$ cat config.mk
export PLATFORM = sky130hd
export DESIGN_NAME = keypad_scanner
export DESIGN_NICKNAME = d
export VERILOG_FILES = /design/src/rtl/keypad_scanner.sv
export SDC_FILE = /design/constraint.sdc
export NUM_CORES = 1
export LEC_CHECK = 0
export CAP_MARGIN = 15
export CORE_ASPECT_RATIO = 1.25
export CORE_MARGIN = 5
export CORE_UTILIZATION = 60
export CTS_CLUSTER_SIZE = 16
export DETAILED_ROUTE_END_ITERATION = 8
export GPL_ROUTABILITY_DRIVEN = 0
export PLACE_DENSITY = 0.81
export SLEW_MARGIN = 10
export SYNTH_ARGS = -nofsm -noshare
export SYNTH_HDL_FRONTEND = slang
export SYNTH_SLANG_ARGS = --single-unit
$ cat constraint.sdc
create_clock -name i_Clk -period 15.05 [get_ports i_Clk]
set_input_delay 3.01 -clock i_Clk [delete_from_list [all_inputs] [get_ports i_Clk]]
set_output_delay 3.01 -clock i_Clk [all_outputs]
set_load 0.02 [all_outputs]
$ cat src/rtl/keypad_scanner.sv
// 4x4 active-low matrix keypad scanner: strobes columns on a divided clock, debounces whole
// scans and reports one registered key code with a single-cycle valid pulse per accepted press.
module keypad_scanner #(
    parameter int unsigned g_SCAN_DIVIDE    = 100000,
    parameter int unsigned g_DEBOUNCE_SCANS = 4
) (
    input  logic       i_Clk,
    input  logic       i_Reset,
    input  logic [3:0] i_Row,
    output logic [3:0] o_Col,
    output logic [3:0] o_Key_Code,
    output logic       o_Key_Valid,
    output logic       o_Key_Held
);

    localparam int unsigned DivW = $clog2(g_SCAN_DIVIDE);
    localparam int unsigned CntW = $clog2(g_DEBOUNCE_SCANS + 1);
    localparam logic [DivW-1:0] DivLast = DivW'(g_SCAN_DIVIDE - 1);
    localparam logic [CntW-1:0] CntMax  = CntW'(g_DEBOUNCE_SCANS);

    typedef enum logic [1:0] {
        ResNone,
        ResKey,
        ResMulti
    } res_kind_e;

    typedef enum logic {
        StIdle,
        StHeld
    } state_e;

    logic [3:0]      row_meta_q, row_sync_q;
    logic [DivW-1:0] div_q, div_d;
    logic [1:0]      col_idx_q, col_idx_d;
    logic [3:0]      col_drv_q, col_drv_d;
    logic [15:0]     snap_q, snap_d;
    res_kind_e       prev_kind_q, prev_kind_d;
    logic [3:0]      prev_code_q, prev_code_d;
    logic [CntW-1:0] stable_q, stable_d;
    state_e          state_q, state_d;
    logic [3:0]      code_q, code_d;
    logic            valid_q, valid_d;
    logic            held_q, held_d;

    logic            tick;
    logic            scan_done;
    logic            is_stable;
    logic            same_result;
    res_kind_e       res_kind;
    logic [3:0]      res_code;
    logic [4:0]      n_low;
    logic [3:0]      low_idx;

    // Rows come straight off the keypad pins.
    always_ff @(posedge i_Clk or posedge i_Reset) begin
        if (i_Reset) begin
            row_meta_q <= 4'hF;
            row_sync_q <= 4'hF;
        end else begin
            row_meta_q <= i_Row;
            row_sync_q <= row_meta_q;
        end
    end

    assign tick      = (div_q == DivLast);
    assign scan_done = tick && (col_idx_q == 2'd3);

    always_comb begin
        div_d     = div_q + 1'b1;
        col_idx_d = col_idx_q;
        snap_d    = snap_q;
        if (tick) begin
            div_d     = '0;
            col_idx_d = col_idx_q + 2'd1;
            for (int r = 0; r < 4; r++) begin
                snap_d[{r[1:0], col_idx_q}] = row_sync_q[r];
            end
        end
        col_drv_d = ~(4'b0001 << col_idx_d);
    end

    // Classify the completed scan; the col3 sample is folded in through snap_d.
    always_comb begin
        n_low   = '0;
        low_idx = '0;
        for (int i = 0; i < 16; i++) begin
            if (!snap_d[i]) begin
                n_low   = n_low + 5'd1;
                low_idx = 4'(i);
            end
        end
        res_kind = ResMulti;
        res_code = '0;
        if (n_low == 5'd0) begin
            res_kind = ResNone;
        end else if (n_low == 5'd1) begin
            res_kind = ResKey;
            res_code = low_idx;
        end
    end

    assign same_result = (res_kind == prev_kind_q) && (res_code == prev_code_q);

    always_comb begin
        stable_d    = stable_q;
        prev_kind_d = prev_kind_q;
        prev_code_d = prev_code_q;
        if (scan_done) begin
            prev_kind_d = res_kind;
            prev_code_d = res_code;
            if (!same_result) begin
                stable_d = CntW'(1);
            end else if (stable_q < CntMax) begin
                stable_d = stable_q + 1'b1;
            end
        end
    end

    assign is_stable = scan_done && (stable_d >= CntMax);

    always_comb begin
        state_d = state_q;
        code_d  = code_q;
        valid_d = 1'b0;
        held_d  = held_q;
        if (is_stable) begin
            unique case (state_q)
                StIdle: begin
                    if (res_kind == ResKey) begin
                        code_d  = res_code;
                        valid_d = 1'b1;
                        held_d  = 1'b1;
                        state_d = StHeld;
                    end
                end
                StHeld: begin
                    // A different key replacing the held one is reported without a release.
                    if (res_kind == ResKey && res_code != code_q) begin
                        code_d  = res_code;
                        valid_d = 1'b1;
                    end else if (res_kind == ResNone) begin
                        held_d  = 1'b0;
                        state_d = StIdle;
                    end
                end
                default: state_d = StIdle;
            endcase
        end
    end

    always_ff @(posedge i_Clk or posedge i_Reset) begin
        if (i_Reset) begin
            div_q       <= '0;
            col_idx_q   <= '0;
            col_drv_q   <= 4'b1110;
            snap_q      <= 16'hFFFF;
            prev_kind_q <= ResNone;
            prev_code_q <= '0;
            stable_q    <= '0;
            state_q     <= StIdle;
            code_q      <= '0;
            valid_q     <= 1'b0;
            held_q      <= 1'b0;
        end else begin
            div_q       <= div_d;
            col_idx_q   <= col_idx_d;
            col_drv_q   <= col_drv_d;
            snap_q      <= snap_d;
            prev_kind_q <= prev_kind_d;
            prev_code_q <= prev_code_d;
            stable_q    <= stable_d;
            state_q     <= state_d;
            code_q      <= code_d;
            valid_q     <= valid_d;
            held_q      <= held_d;
        end
    end

    assign o_Col       = col_drv_q;
    assign o_Key_Code  = code_q;
    assign o_Key_Valid = valid_q;
    assign o_Key_Held  = held_q;

endmodule
==> impl_metrics.json, run 1 <==
{
  "synth_area_leaders": "dfrtp_1 16%, dfstp_2 13%, nand3_1 5.6%",
  "fill_cells": 751,
  "antenna_found_initial": 0,
  "placed_cells": 780,
  "gr-usage-met3_pct": 3.536,
  "setup-violations-final": 0,
  "finalHoldViolCount": 0,
  "worst_clock_skew_ns": 0.006421,
  "htreeDepth": 3,
  "p_sw_share_pct": 19.83,
  "slowest_delay_ns": 0.62,
  "power_leakage_nw": 2.572,
  "synth_cell_types": 84,
  "cts_hold_buf": 0,
  "syn2layout_area_growth_pct": 9.206,
  "yosysTopAreaCell": "dfrtp_1",
  "fin_util_pct": 67.14,
  "drcViolationCount": 0,
  "syn_area_per_cell_sq_um": 8.444,
  "path_clk_slew_ns": 0.05,
  "arrival_ns": 13.77,
  "slowest_stage": "xor2_1",
  "ant_nets": 0,
  "rows": 39,
  "critPathLaunchType": "flip-flop",
  "outcome": "completed",
  "met1_usage_pct": 28.63,
  "irDropWorstVdd_v": 0.0001287,
  "cts.sinks": 63,
  "max_freq_mhz": 73.70,
  "core_area_sq_mm": 0.009174,
  "die_y_um": 118.4,
  "vias": 5168,
  "synth_fp_nets": 695,
  "period_minus_slack_ns": 13.57,
  "r2r.worst_path.cells": 58,
  "rsz0062_at_grt": "false",
  "tns_ns": 0,
  "finalCritPeriodShare_pct": 90.15,
  "seq_power_share_pct": 44.8,
  "totalWireLength_um": 13860,
  "finish.net_count": 695,
  "ys_ff_latch": 63,
  "p_switching_uw": 76.84,
  "grt_use_met2_pct": 43.78,
  "synth_edf_count": 0,
  "die_area_sq_mm": 0.01145,
  "report.final.slew_viol_count": 0,
  "maxCapViolCount": 0,
  "synth_flop_cell": "dfrtp_1",
  "async_reset_ff_share_pct": 100.0,
  "clockBufferDepth": 2,
  "vias_per_cell": 6.492,
  "hpwl_um": 10030,
  "drive_gt1_share_pct": 12.48,
  "hp-class": "flip-flop to flip-flop",
  "drt_first_pass_iters": 5,
  "p_per_area_mw_per_mm2": 62.91,
  "worst_slew_pin_slew_ns": 0.9224,
  "diodes": 0,
  "synth_top_cell_area_share_pct": 15.97,
  "cts_tree": "yes",
  "ys_seq_area_share_pct": 28.55,
  "cts-root-buf": "clkbuf_16",
  "hold_start": "row_meta_q[2]",
  "instances_no_fill": 796,
  "io-pin-count": 16,
  "synthCells": 668,
  "min_to": "row_sync_q[2]",
  "cts_buffers": 9,
  "cts_resized": 0,
  "initial_core_util_pct": 61.48,
  "path_class": "flip-flop to flip-flop",
  "maxSlewHeadroom_pct": 36.75,
  "busiest_layer": "met2",
  "grt_util_all_layers_pct": 24.69,
  "grt_pass1_wl_um": 23670,
  "crit_required_ns": 15.25,
  "cts_setup_buffers": 0,
  "syn-cell-area_sq_mm": 0.005640,
  "grt_pass1_vias": 5194,
  "reg2reg_from": "div_q[0]",
  "power_frac_comb_pct": 1.5,
  "wl_per_cell_um": 17.42,
  "drtIter0Drc": 364,
  "die_w_um": 96.72,
  "min_path_cells": 0,
  "synth_warnings": 0,
  "end_kind": "flip-flop",
  "critPathLaunch": "div_q[0]",
  "portBuffers": 15,
  "grt_max_degree": 64,
  "crit_top_cell": "ha_1",
  "synth_top_cells_by_count": "63 x nand2_1, 63 x nand3_1, 43 x nor2_1",
  "insertion_delay_ns": 0.32,
  "timing.rr.end": "o_Key_Code[1]",
  "p_int_uw": 310.7,
  "grt_overflow": 0,
  "worstPathMaxFanout": 12,
  "rrSetupSlack_ns": 1.48,
  "p_clk_share_pct": 53.8
}
final cells by class:
type | count | area (sq um) | area share, %
multi-input cells | 538 | 3777 | 61.32
well taps | 123 | 153.9 | 2.498
repair buffers | 18 | 172.7 | 2.803
clock buffers | 13 | 260.3 | 4.225
inverters | 38 | 142.6 | 2.316
clock inverters | 3 | 42.54 | 0.6906
flip-flops and latches | 63 | 1610 | 26.14
power by group through the flow:
stage	Combinational, mW	Sequential (mW)	Clock (mW)
after CTS	0.00591	0.173	0.211
after floorplan	0.00421	0.175	0
final	0.00566	0.174	0.208
after global routing	0.00654	0.173	0.221
after detailed placement	0.00590	0.176	0
after global placement	0.00578	0.176	0
routing by layer:
layer  vias up  part of all wire [%]
li1       2420                     -
met5         -                     0
met3        52                   4.8
met2       208                    51
met1      2488                    41
met4         0                   3.4
placed cells by master (no fill, tap or decap), types with 4 or more instances in the layout:
master | netlist | final
dfstp_2 | 27 | 27
nand2_1 | 63 | 63
a21o_1 | 6 | 6
xor2_1 | 18 | 18
xnor2_1 | 36 | 36
clkdlybuf4s50_1 | 0 | 15
o22ai_1 | 5 | 5
nor3_1 | 42 | 42
a21oi_1 | 27 | 27
or3_1 | 7 | 7
o21ai_0 | 39 | 39
o21a_1 | 4 | 4
a22oi_1 | 4 | 4
ha_1 | 21 | 21
mux2i_1 | 14 | 14
a211oi_1 | 8 | 8
dfrtp_1 | 36 | 36
nor4_1 | 8 | 8
nor2_1 | 43 | 43
nand2b_1 | 5 | 5
nand3_1 | 63 | 63
mux2_4 | 5 | 5
inv_1 | 35 | 34
clkbuf_16 | 0 | 9
o211ai_1 | 9 | 9
and2_1 | 11 | 11
a31oi_1 | 6 | 6
and3_1 | 7 | 7
xnor2_2 | 6 | 6
nand4_1 | 7 | 7
flip-flops by register name (all words and copies together) (netlist names), 2 cells and up, named ones only:
name         cells
prev_code_q      4
row_meta_q       4
row_sync_q       4
snap_q          16
o_Col            4
prev_kind_q      2
div_q           17
col_idx_q        2
o_Key_Code       4
critical path, delay by kind of cell, from the launching register on:
family / cells / cell delay (ns)
simple gates: 23 / 4.89
fa+ha+maj: 12 / 3.34
compound gates: 14 / 2.94
mux: 3 / 0.84
xor+xnor: 1 / 0.62
buf+inv: 5 / 0.41
flops: 1 / 0.39
metrics by stage:
stage / total power [mW] / hold WS, ns / cell area (sq um) / setup WS [ns]
floorplan: 0.1789 / 0.3452 / 5640 / 3.267
global placement: 0.1817 / 0.3456 / 5857 / 2.430
detailed placement: 0.1819 / 0.3468 / 5857 / 1.772
CTS: 0.3901 / 0.3529 / 6160 / 1.691
global route: 0.4008 / 0.3613 / 6160 / 0.2691
finish: 0.3875 / 0.3488 / 6160 / 1.482
worst max path at each step:
stage / depth (start not counted) / endpoint / slack [ns]
finish: 58 / o_Key_Code[1] / 1.48
global route: 57 / o_Key_Code[1] / 0.27
CTS: 56 / o_Key_Code[1] / 1.69
detailed placement: 56 / o_Key_Code[1] / 1.77
global placement: 57 / o_Key_Code[3] / 2.43
floorplan: 59 / o_Key_Code[2] / 3.27
logic make-up after synthesis:
family | after synthesis | share of synthesized area [%]
and+or+nand+nor | 286 | 26.86
AOI/OAI and AO/OA | 141 | 17.26
xor gates and xnor gates | 69 | 13.98
buffers and inverters | 67 | 4.481
DFF | 63 | 28.55
muxes | 21 | 4.215
adders and majority gates | 21 | 4.658
Note: power is estimated with default switching activity, not from simulation.
==> run 2: changes to the inputs <==
--- a/config.mk
+++ b/config.mk
@@ -6,7 +6,7 @@
 export NUM_CORES = 1
 export LEC_CHECK = 0
 export CAP_MARGIN = 15
-export CORE_ASPECT_RATIO = 1.25
+export CORE_ASPECT_RATIO = 0.5
 export CORE_MARGIN = 5
 export CORE_UTILIZATION = 60
 export CTS_CLUSTER_SIZE = 16
==> run 2 against run 1 <==
Fmax up 2.3%. Highest routed layer unchanged. Hold slack about the same. Largest power group unchanged. Sequential share of layout area up 0.096 points. Count of clock-buffer cells in the layout down 3. Cell area down 0.37%.
==> impl_metrics.json, run 2 (synthesis results as in run 1) <==
{
  "path_class": "flip-flop to flip-flop",
  "cts_tree": "yes",
  "crit_top_cell": "ha_1",
  "ant_nets": 0,
  "vias_per_cell": 6.338,
  "cts_resized": 0,
  "setup-violations-final": 0,
  "htreeDepth": 3,
  "largest-register": "div_q",
  "reg2reg_from": "div_q[8]",
  "final.setup.worst_slack_ns": 1.790,
  "timing.rr.end": "o_Key_Code[2]",
  "cts-root-buf": "clkbuf_16",
  "rrSetupSlack_ns": 1.79,
  "hold_start": "row_meta_q[1]",
  "min_path_cells": 0,
  "hp-class": "flip-flop to flip-flop",
  "diodes": 0,
  "rsz0062_at_grt": "false",
  "p_int_uw": 290.3,
  "grt_max_degree": 64,
  "maxSlewHeadroom_pct": 46.78,
  "largest_registers": "div_q: 17 flops, snap_q: 16 flops",
  "drive_gt1_share_pct": 12.78,
  "seq_power_share_pct": 46.0,
  "grt_util_all_layers_pct": 24.77,
  "grt_pass1_wl_um": 23540,
  "period_minus_slack_ns": 13.26,
  "p_clk_share_pct": 52.5,
  "path_clk_slew_ns": 0.06,
  "grt_overflow": 0,
  "maxCapViolCount": 0,
  "worstPathMaxFanout": 12,
  "critPathLaunchType": "flip-flop",
  "largest_reg_flops": 17,
  "grt_pass1_vias": 4944,
  "portBuffers": 15,
  "cts_buffers": 9,
  "hpwl_um": 9813,
  "r2r.worst_path.cells": 57,
  "totalWireLength_um": 13540,
  "power_leakage_nw": 2.565,
  "slowest_stage": "xor2_1",
  "drcViolationCount": 0,
  "min_to": "row_sync_q[1]",
  "vias": 5032,
  "report.final.slew_viol_count": 0,
  "drt_first_pass_iters": 5,
  "cts_setup_buffers": 0,
  "end_kind": "flip-flop",
  "antenna_found_initial": 0,
  "final_cell_mix": "63 x nand3_1, 63 x nand2_1, 43 x nor2_1",
  "worst_clock_skew_ns": 0.01170,
  "design_area_sq_mm": 0.006137,
  "clockBufferDepth": 2,
  "irDropWorstVdd_v": 0.00004932,
  "slowest_delay_ns": 0.62,
  "wl_per_cell_um": 17.05,
  "finalHoldViolCount": 0,
  "insertion_delay_ns": 0.34,
  "fin_util_pct": 66.06,
  "rows": 25,
  "io-pin-count": 16,
  "die_y_um": 78.56,
  "arrival_ns": 13.48,
  "die_w_um": 147.1,
  "initial_core_util_pct": 60.71,
  "cts.sinks": 63,
  "crit_required_ns": 15.27,
  "power_frac_comb_pct": 1.5,
  "finish.net_count": 695,
  "drtIter0Drc": 458,
  "max_freq_mhz": 75.41,
  "syn2layout_area_growth_pct": 8.807,
  "cts_hold_buf": 0,
  "die_area_sq_mm": 0.01156,
  "tns_ns": 0,
  "core_area_sq_mm": 0.009290,
  "p_switching_uw": 86.50,
  "p_per_area_mw_per_mm2": 61.39,
  "finalCritPeriodShare_pct": 88.11,
  "postPlaceCellArea_sq_mm": 0.005854,
  "p_sw_share_pct": 22.96,
  "holdWs_ns": 0.3490,
  "worst_slew_pin_slew_ns": 0.7761,
  "place_ws_ns": 2.001,
  "outcome": "completed"
}
==> run 2: cell types whose count changed in the layout (fill, tap and decap cells not counted) <==
| cell | delta |
|---|---|
| bufinv_16 | -1 |
| clkbuf_1 | -2 |
| clkbuf_8 | -1 |
| clkinv_2 | +1 |
| clkinv_4 | +1 |
| inv_6 | +2 |
==> run 2: how the worst max path moves through the flow <==
stage | from | endpoint | slack [ns] | cells past startpoint
finish | div_q[8] | o_Key_Code[2] | 1.79 | 57
global placement | div_q[8] | o_Key_Code[2] | 2.47 | 56
global route | div_q[8] | o_Key_Code[2] | 0.46 | 56
floorplan | div_q[8] | o_Key_Code[2] | 3.27 | 59
CTS | div_q[8] | o_Key_Code[0] | 1.88 | 57
detailed placement | div_q[8] | o_Key_Code[3] | 2.00 | 57
==> run 2: metal layers <==
layer / wire length [um] / GRT usage, % / vias to the layer above
li1: - / - / 2418
met1: 6037 / 32.10 / 2383
met2: 6189 / 40.64 / 188
met3: 911 / 5.652 / 43
met4: 401 / 9.572 / 0
met5: 0 / 0 / -
==> run 2: area by class of cell <==
cell class                 instances  area, sq um
tap                              121        151.4
timing repair buffer              18        172.7
fill                             745         3153
inverter                          38        142.6
sequential                        63         1610
multi-input combinational        538         3777
clock buffer                      10        239.0
clock inverter                     6        43.79
==> run 2: per-stage QoR <==
stage,power [mW],std cells
2_1_floorplan,0.1789,668
3_3_place_gp,0.1818,778
3_5_place_dp,0.1820,778
4_1_cts,0.3793,794
5_1_grt,0.3894,794
6_report,0.3768,794
==> run 2: worst max-delay path, delay by kind of cell, from the launching register on <==
kind | cells | cell delay, ns
buffers and inverters | 5 | 0.39
AND/OR/NAND/NOR | 23 | 4.95
XOR/XNOR | 1 | 0.62
flip-flops | 1 | 0.43
AO/OA/AOI/OAI | 14 | 2.86
multiplexers | 3 | 0.81
adder cells (fa/ha/maj) | 11 | 3.03
==> run 2: power groups by stage <==
| stage | sequential [mW] | clock [mW] | combinational [mW] |
|---|---|---|---|
| 2_1_floorplan | 0.175 | 0 | 0.00421 |
| 3_5_place_dp | 0.176 | 0 | 0.00597 |
| 4_1_cts | 0.173 | 0.200 | 0.00597 |
| 6_report | 0.173 | 0.198 | 0.00560 |
| 3_3_place_gp | 0.176 | 0 | 0.00576 |
| 5_1_grt | 0.173 | 0.209 | 0.00669 |
